[config.mk]
export PLATFORM = sky130hd
export DESIGN_NAME = enemy_scheduler_flat
export DESIGN_NICKNAME = d
export VERILOG_FILES = /design/src/rtl/enemy_pkg.sv /design/src/rtl/enemy_scheduler_if.sv /design/src/rtl/lfsr8.sv /design/src/rtl/enemy_scheduler.sv /design/src/flat_wrapper.sv
export SDC_FILE = /design/constraint.sdc
export NUM_CORES = 1
export LEC_CHECK = 0
export ABC_CLOCK_PERIOD_IN_PS = 3400
export CORE_AREA = 4 4 94 96
export DETAILED_ROUTE_END_ITERATION = 7
export DIE_AREA = 0 0 98 100
export GPL_ROUTABILITY_DRIVEN = 1
export PLACE_DENSITY = 0.79
export SLEW_MARGIN = 40
export SYNTH_ARGS = -nofsm -noshare
export SYNTH_HDL_FRONTEND = slang
export SYNTH_HIERARCHICAL = 1
export SYNTH_SLANG_ARGS = --single-unit
export TNS_END_PERCENT = 1
[constraint.sdc]
create_clock -name clk -period 3.4 [get_ports clk]
set_clock_uncertainty 0.1 [all_clocks]
set_input_delay 0.68 -clock clk [delete_from_list [all_inputs] [get_ports clk]]
set_output_delay 0.68 -clock clk [all_outputs]
set_load 0.01 [all_outputs]
[src/rtl/enemy_pkg.sv]
// Shared types and constants for the enemy wave scheduler: FSM states,
// sprite start-address table, LFSR seed/taps and the lowest-free-slot encoder.
package enemy_pkg;

    typedef enum logic [2:0] {
        S_IDLE,
        S_WAIT,
        S_ISSUE,
        S_DRAIN,
        S_OVER
    } sched_state_t;

    // Sprite start addresses, entry 0 is the reset/default sprite.
    localparam logic [3:0][15:0] ENEMY_ADR_TABLE = {16'h0600, 16'h0400, 16'h0200, 16'h0000};

    localparam logic [7:0] LFSR_SEED = 8'hA5;
    // x^8+x^6+x^5+x^4+1 on a left-shifting register: feedback from bits 7,5,4,3.
    localparam logic [7:0] LFSR_TAPS = 8'b1011_1000;

    // Returns {found, index} of the lowest set bit.
    function automatic logic [3:0] lowest_set(input logic [7:0] v);
        logic [3:0] res;
        res = 4'b0;
        for (int i = 7; i >= 0; i--) begin
            if (v[i]) res = {1'b1, 3'(i)};
        end
        return res;
    endfunction

    function automatic logic [15:0] adr_pick(input logic [7:0] lfsr);
        return ENEMY_ADR_TABLE[lfsr[1:0]];
    endfunction

endpackage

[src/rtl/enemy_scheduler_if.sv]
// Scheduler <-> enemy slot bank bundle; master = scheduler, slave = slot bank.
// Pure wiring, no latency; no backpressure beyond the slot_busy status.
interface enemy_scheduler_if #(
    parameter int N_SLOTS      = 4,
    parameter int ADDRESSWIDTH = 12
);
    logic [N_SLOTS-1:0]                   slot_busy;
    logic [N_SLOTS-1:0]                   slot_hit;
    logic [N_SLOTS-1:0]                   slot_escaped;
    logic [N_SLOTS-1:0]                   spawn_pulse;
    logic [N_SLOTS-1:0][ADDRESSWIDTH-1:0] adr_start;

    modport master (
        input  slot_busy, slot_hit, slot_escaped,
        output spawn_pulse, adr_start
    );

    modport slave (
        output slot_busy, slot_hit, slot_escaped,
        input  spawn_pulse, adr_start
    );
endinterface

[src/rtl/lfsr8.sv]
// 8-bit Fibonacci LFSR choosing enemy sprites; advances one state per step.
// Output is the current register, next value visible the cycle after step.
module lfsr8
    import enemy_pkg::*;
(
    input  logic       clk,
    input  logic       rst_n,
    input  logic       i_step,
    output logic [7:0] o_q
);
    logic [7:0] r_q;

    always_ff @(posedge clk or negedge rst_n) begin
        if (!rst_n) begin
            r_q <= LFSR_SEED;
        end else if (i_step) begin
            r_q <= {r_q[6:0], ^(r_q & LFSR_TAPS)};
        end
    end

    assign o_q = r_q;
endmodule

[src/rtl/enemy_scheduler.sv]
// Wave scheduler for N enemy slots: paces spawns off spawn_tick, tallies kills, ends game.
// All outputs registered, spawn 1 cycle after qualifying tick/slot free; held while all slots busy.
module enemy_scheduler
    import enemy_pkg::*;
#(
    parameter int N_SLOTS      = 4,
    parameter int ADDRESSWIDTH = 12,
    parameter int WAVE_SIZE    = 8,
    parameter int BASE_DIV     = 6,
    parameter int MIN_DIV      = 2,
    parameter int SCORE_WIDTH  = 10
) (
    input  logic                   clk,
    input  logic                   rst_n,
    input  logic                   i_en,
    input  logic                   i_spawn_tick,
    enemy_scheduler_if.master      slots,
    output logic [7:0]             o_wave,
    output logic [SCORE_WIDTH-1:0] o_score,
    output logic                   o_game_over
);
    localparam logic [ADDRESSWIDTH-1:0] ADR_RST = ADDRESSWIDTH'(ENEMY_ADR_TABLE[0]);

    sched_state_t                         r_state;
    logic [7:0]                           r_spawned_cnt;
    logic [7:0]                           r_div_cnt;
    logic [7:0]                           r_div_cur;
    logic [7:0]                           r_wave;
    logic [SCORE_WIDTH-1:0]               r_score;
    logic                                 r_game_over;
    logic [N_SLOTS-1:0]                   r_reserved;
    logic [N_SLOTS-1:0]                   r_busy_q;
    logic [N_SLOTS-1:0]                   r_spawn_pulse;
    logic [N_SLOTS-1:0][ADDRESSWIDTH-1:0] r_adr_start;

    logic [7:0]               w_lfsr_q;
    logic [N_SLOTS-1:0]       w_busy_fall;
    logic [N_SLOTS-1:0]       w_free;
    logic [3:0]               w_enc;
    logic                     w_escape;
    logic                     w_qual_tick;
    logic                     w_issue;
    logic [N_SLOTS-1:0]       w_set;
    logic [ADDRESSWIDTH-1:0]  w_adr_new;
    logic [7:0]               w_div_next;
    logic [3:0]               w_hit_cnt;
    logic [SCORE_WIDTH:0]     w_score_sum;
    logic [SCORE_WIDTH-1:0]   w_score_next;

    // A slot whose busy falls this cycle is already free for a pending issue.
    assign w_busy_fall = r_busy_q & ~slots.slot_busy;
    assign w_free      = ~slots.slot_busy & ~(r_reserved & ~w_busy_fall);
    assign w_enc       = lowest_set(8'(w_free));
    assign w_escape    = |slots.slot_escaped;
    assign w_adr_new   = ADDRESSWIDTH'(adr_pick(w_lfsr_q));

    // A qualifying tick issues straight from WAIT when a slot is free, so the
    // pulse lands one cycle after the tick; ISSUE only holds a blocked spawn.
    assign w_qual_tick = (r_state == S_WAIT) && (r_spawned_cnt != 8'(WAVE_SIZE)) &&
                         i_spawn_tick && (r_div_cnt == r_div_cur - 8'd1);
    assign w_issue     = i_en && !w_escape && w_enc[3] &&
                         ((r_state == S_ISSUE) || w_qual_tick);

    assign w_div_next  = (r_wave >= 8'(BASE_DIV - MIN_DIV)) ? 8'(MIN_DIV)
                                                             : 8'(BASE_DIV) - r_wave;

    always_comb begin
        w_set     = '0;
        w_hit_cnt = '0;
        for (int i = 0; i < N_SLOTS; i++) begin
            if (w_issue && (w_enc[2:0] == 3'(i))) w_set[i] = 1'b1;
            w_hit_cnt = w_hit_cnt + 4'(slots.slot_hit[i]);
        end
    end

    assign w_score_sum  = {1'b0, r_score} + (SCORE_WIDTH + 1)'(w_hit_cnt);
    assign w_score_next = w_score_sum[SCORE_WIDTH] ? '1 : w_score_sum[SCORE_WIDTH-1:0];

    lfsr8 u_lfsr (
        .clk    (clk),
        .rst_n  (rst_n),
        .i_step (w_issue),
        .o_q    (w_lfsr_q)
    );

    always_ff @(posedge clk or negedge rst_n) begin
        if (!rst_n) begin
            r_state       <= S_IDLE;
            r_spawned_cnt <= '0;
            r_div_cnt     <= '0;
            r_div_cur     <= 8'(BASE_DIV);
            r_wave        <= '0;
            r_score       <= '0;
            r_game_over   <= 1'b0;
            r_reserved    <= '0;
            r_busy_q      <= '0;
            r_spawn_pulse <= '0;
            for (int i = 0; i < N_SLOTS; i++) r_adr_start[i] <= ADR_RST;
        end else begin
            r_spawn_pulse <= w_set;
            r_busy_q      <= slots.slot_busy;
            if (r_state != S_OVER) begin
                r_score <= w_score_next;
                if (w_escape) begin
                    r_state     <= S_OVER;
                    r_game_over <= 1'b1;
                end else if (!i_en) begin
                    r_state       <= S_IDLE;
                    r_reserved    <= '0;
                    r_spawned_cnt <= '0;
                    r_div_cnt     <= '0;
                end else begin
                    r_reserved <= (r_reserved & ~w_busy_fall) | w_set;
                    for (int i = 0; i < N_SLOTS; i++) begin
                        if (w_set[i]) r_adr_start[i] <= w_adr_new;
                    end
                    if (w_issue) r_spawned_cnt <= r_spawned_cnt + 8'd1;
                    case (r_state)
                        S_IDLE: begin
                            r_state       <= S_WAIT;
                            r_spawned_cnt <= '0;
                            r_div_cnt     <= '0;
                            r_div_cur     <= w_div_next;
                        end
                        S_WAIT: begin
                            if (r_spawned_cnt == 8'(WAVE_SIZE)) begin
                                r_state <= S_DRAIN;
                            end else if (w_qual_tick) begin
                                r_div_cnt <= '0;
                                if (!w_enc[3]) r_state <= S_ISSUE;
                            end else if (i_spawn_tick) begin
                                r_div_cnt <= r_div_cnt + 8'd1;
                            end
                        end
                        S_ISSUE: begin
                            if (w_enc[3]) r_state <= S_WAIT;
                        end
                        S_DRAIN: begin
                            if ((slots.slot_busy == '0) && (r_reserved == '0)) begin
                                if (r_wave != 8'hFF) r_wave <= r_wave + 8'd1;
                                r_state <= S_IDLE;
                            end
                        end
                        default: r_state <= S_IDLE;
                    endcase
                end
            end
        end
    end

    assign slots.spawn_pulse = r_spawn_pulse;
    assign slots.adr_start   = r_adr_start;
    assign o_wave            = r_wave;
    assign o_score           = r_score;
    assign o_game_over       = r_game_over;
endmodule
[src/flat_wrapper.sv]
// flat-port wrapper written by rule: the top's interface ports become plain ports
module enemy_scheduler_flat import enemy_pkg::*;
#(
    parameter int N_SLOTS      = 4,
    parameter int ADDRESSWIDTH = 12,
    parameter int WAVE_SIZE    = 8,
    parameter int BASE_DIV     = 6,
    parameter int MIN_DIV      = 2,
    parameter int SCORE_WIDTH  = 10
)
  (clk, rst_n, i_en, i_spawn_tick, o_wave, o_score, o_game_over, slots_slot_busy, slots_slot_hit, slots_slot_escaped, slots_spawn_pulse, slots_adr_start);
  enemy_scheduler_if #(.N_SLOTS(N_SLOTS), .ADDRESSWIDTH(ADDRESSWIDTH)) slots_i ();
  input  logic clk;
  input  logic rst_n;
  input  logic i_en;
  input  logic i_spawn_tick;
  output logic [7:0] o_wave;
  output logic [SCORE_WIDTH-1:0] o_score;
  output logic o_game_over;
  input wire logic [$bits(slots_i.slot_busy)-1:0] slots_slot_busy;
  input wire logic [$bits(slots_i.slot_hit)-1:0] slots_slot_hit;
  input wire logic [$bits(slots_i.slot_escaped)-1:0] slots_slot_escaped;
  output wire logic [$bits(slots_i.spawn_pulse)-1:0] slots_spawn_pulse;
  output wire logic [$bits(slots_i.adr_start)-1:0] slots_adr_start;
  assign slots_i.slot_busy = slots_slot_busy;
  assign slots_i.slot_hit = slots_slot_hit;
  assign slots_i.slot_escaped = slots_slot_escaped;
  assign slots_spawn_pulse = slots_i.spawn_pulse;
  assign slots_adr_start = slots_i.adr_start;
  enemy_scheduler #(.N_SLOTS(N_SLOTS), .ADDRESSWIDTH(ADDRESSWIDTH), .WAVE_SIZE(WAVE_SIZE), .BASE_DIV(BASE_DIV), .MIN_DIV(MIN_DIV), .SCORE_WIDTH(SCORE_WIDTH)) u_core (.clk(clk), .rst_n(rst_n), .i_en(i_en), .i_spawn_tick(i_spawn_tick), .slots(slots_i), .o_wave(o_wave), .o_score(o_score), .o_game_over(o_game_over));
endmodule
==> results_dict.tcl <==
set metrics [dict create \
    via_per_inst 5.259 \
    synth-main-ff-cell "dfrtp_1" \
    wl_per_cell_um 14.36 \
    grt_pass1_vias 2957 \
    end_kind "flip-flop" \
    crit_path_start_kind "flip-flop" \
    pre_cts_slack_ns 0.1019 \
    cts.sinks 74 \
    ys_types 57 \
    synth_edf_count 0 \
    period_needed_ns 3.110 \
    crit_arrival_ns 3.24 \
    timing.fmax_ghz 0.3215 \
    r2r_cells 9 \
    ioPinCount 87 \
    rsz0062_at_grt "no" \
    power_density_nw_per_um2 366.2 \
    ys_ff_latch 74 \
    syn_area_um2 4031 \
    async_reset_ff_frac 1.000 \
    cts_root_buf "clkbuf_8" \
    place.detailed.hpwl_mm 6.064 \
    rrSetupSlack_ns 0.29 \
    p_leak_nw 2.212 \
    drc 0 \
    slew_headroom 0.5365 \
    synth_top_cell_by_area "dfrtp_1" \
    clkTransAtPathRegs_ns 0.08 \
    gr-usage-all-layers 0.1728 \
    worstReg2RegEnd "u_core/slots.adr_start[34]" \
    vdd_drop_max_uv 325.8 \
    grt_pass1_wl_mm 13.78 \
    syn_inst 400 \
    grt.overflow.total 0 \
    finalNetCount 484 \
    drtPass1Iterations 4 \
    seq_area_frac_synth 0.4612 \
    die_y_um 100 \
    grt_max_degree 42 \
    cp_max_fo 7 \
    post-cts-setup-buffer-count 0 \
    drv_cap 0 \
    clk_latency_ns 0.35 \
    crit_required_ns 3.53 \
    diodes 0 \
    setup_viol 0 \
    rr_startpoint "u_core/r_div_cur[1]" \
    dr.first_iter.drc_count 131 \
    via_count 2987 \
    hold_viol 0 \
    syn-mean-instance-area_um2 10.08 \
    ys_warn_count 6 \
    drt_wl_total_mm 8.157 \
    h-tree-depth 3 \
    finalWorstSetupSlack_ns 0.2898 \
    yosysTopAreaCellShare 0.4221 \
    globalplace.congestion 0.8511 \
    synthTopCellsByArea "dfrtp_1, buf_4, mux2_2, dfstp_2, xnor2_1" \
    fp.dieW_um 98 \
    syn_to_final_growth_pct 17.19 \
    critical-path-slowest-cell "dfstp_2" \
    core-area_um2 8051 \
    numPortBuffers 46 \
    layout-drive-gt1-share 0.1296 \
    slew_violations 0 \
    slowest_delay_ns 0.55 \
    tightest_slew_ns 0.6911 \
    cts_buffer_depth 2 \
    fillers 683 \
    crit_type "reg -> reg" \
    crit_path_cell_trace "inv_1 -> ha_1 -> o21bai_1 -> a2111oi_0 -> a311o_1 -> o211a_2 -> nor2_2 -> or4_4 -> mux2_4" \
    worstHoldPathType "in -> async" \
    row_count 33 \
    grt_antenna_before_repair 0 \
    die_area_um2 9800 \
    start_util 0.5007 \
    finalSetupTns_ns 0 \
    finalCritPeriodShare 0.9148 \
    numCtsBuffers 9 \
    outcome "completed" \
    tritoncts "yes" \
    ant_nets 0 \
]
per-layer routing:
metal	vias to the layer above	GRT usage	part of all wire
li1	1441	-	-
met1	1470	0.2165	0.43
met2	65	0.2864	0.50
met3	11	0.05490	0.053
met4	0	0.05538	0.013
met5	-	0	0
final cells by class:
| type | count | area, um^2 | share of cell area |
|---|---|---|---|
| Tap cell | 105 | 131.4 | 0.02781 |
| Clock buffer | 10 | 127.6 | 0.02701 |
| Multi-Input combinational cell | 301 | 1926 | 0.4076 |
| Sequential cell | 74 | 1859 | 0.3935 |
| Timing Repair Buffer | 56 | 530.5 | 0.1123 |
| Inverter | 16 | 60.06 | 0.01271 |
| Clock inverter | 6 | 90.09 | 0.01907 |
worst max-delay path, delay by kind of cell, from the launching register on:
kind,cells,cell delay [ns]
AO/OA/AOI/OAI,4,1.06
adder cells (fa/ha/maj),1,0.25
buffers and inverters,1,0.06
flip-flops,1,0.55
multiplexers,1,0.32
AND/OR/NAND/NOR,2,0.64
registers in the layout, summed over array words and instances, names as in the netlist, 3 cells and up:
name,flops
u_core/slots.spawn_pulse,4
u_core/u_lfsr/o_q,8
u_core/o_score,10
u_core/r_div_cnt,8
u_core/r_busy_q,4
u_core/r_div_cur,8
u_core/r_spawned_cnt,8
u_core/o_wave,8
u_core/slots.adr_start,8
u_core/r_reserved,4
u_core/r_state,3
how the worst max path moves through the flow:
stage,from,to,depth (start not counted)
2_1_floorplan,u_core/r_div_cur[3],u_core/u_lfsr/o_q[1],8
3_3_place_gp,slots_slot_hit[0],u_core/o_score[3],8
3_5_place_dp,slots_slot_hit[0],u_core/o_score[3],8
4_1_cts,u_core/r_div_cur[1],u_core/u_lfsr/o_q[4],8
5_1_grt,u_core/r_div_cur[1],u_core/r_div_cnt[5],9
6_report,u_core/r_div_cur[1],u_core/slots.adr_start[34],9
where the power goes:
group / leakage, nW / switching (W) / internal, W
registers: 0.951 / 0.00000309 / 0.000884
clock network: 0.107 / 0.000331 / 0.000416
logic: 1.15 / 0.0000629 / 0.0000333
cells in the final DEF, fill, tap and decap left out, types with 6 or more instances in the layout:
cell type	n
o21ai_0	17
xnor2_1	16
nand2_1	36
dfrtp_1	68
dfstp_2	6
nor3_1	7
clkdlybuf4s50_1	45
nand4_1	10
and3_1	9
buf_4	10
a21oi_1	13
a21o_1	6
and2_1	7
ha_1	7
nand3_1	15
nor4_1	7
conb_1	40
nand2b_1	8
xor2_1	13
clkbuf_8	9
inv_1	15
nor2_1	20
mux2_2	15
cells by family after synthesis:
family,synth area share
AND/OR/NAND/NOR,0.1847
flip-flops,0.4612
buffers and inverters,0.09776
AO/OA/AOI/OAI,0.1040
XOR/XNOR,0.06300
multiplexers,0.05183
adder cells (fa/ha/maj),0.03662
other,0.0009302
stage by stage:
stage	instances	power (W)	hold WS, ns	util	area, um^2
global route	568	0.001805	0.3065	0.5868	4725
global placement	552	0.0009976	0.3871	0.5596	4506
detailed placement	552	0.001000	0.3945	0.5596	4506
CTS	568	0.001756	0.2750	0.5866	4723
finish	568	0.001730	0.2743	0.5868	4725
floorplan	439	0.0009824	0.2844	-	4178
Yosys cell counts, types with 8 or more instances:
cell and count:
nor2_1 20, nand4_1 10, inv_1 15, nand2_1 36, xnor2_1 16, xor2_1 13
buf_4 40, mux2_2 15, and3_1 9, o21ai_0 17, nand3_1 15, dfrtp_1 68
a21oi_1 13, nand2b_1 8
timing repair:
item | 4_1_cts | 5_1_grt
gates resized for setup | 0 | 1
endpoints found under the hold margin | 0 | 0
hold buffers | 0 | 0
setup endpoints to repair | 0 | 13
(Power assumes the default switching activity.)
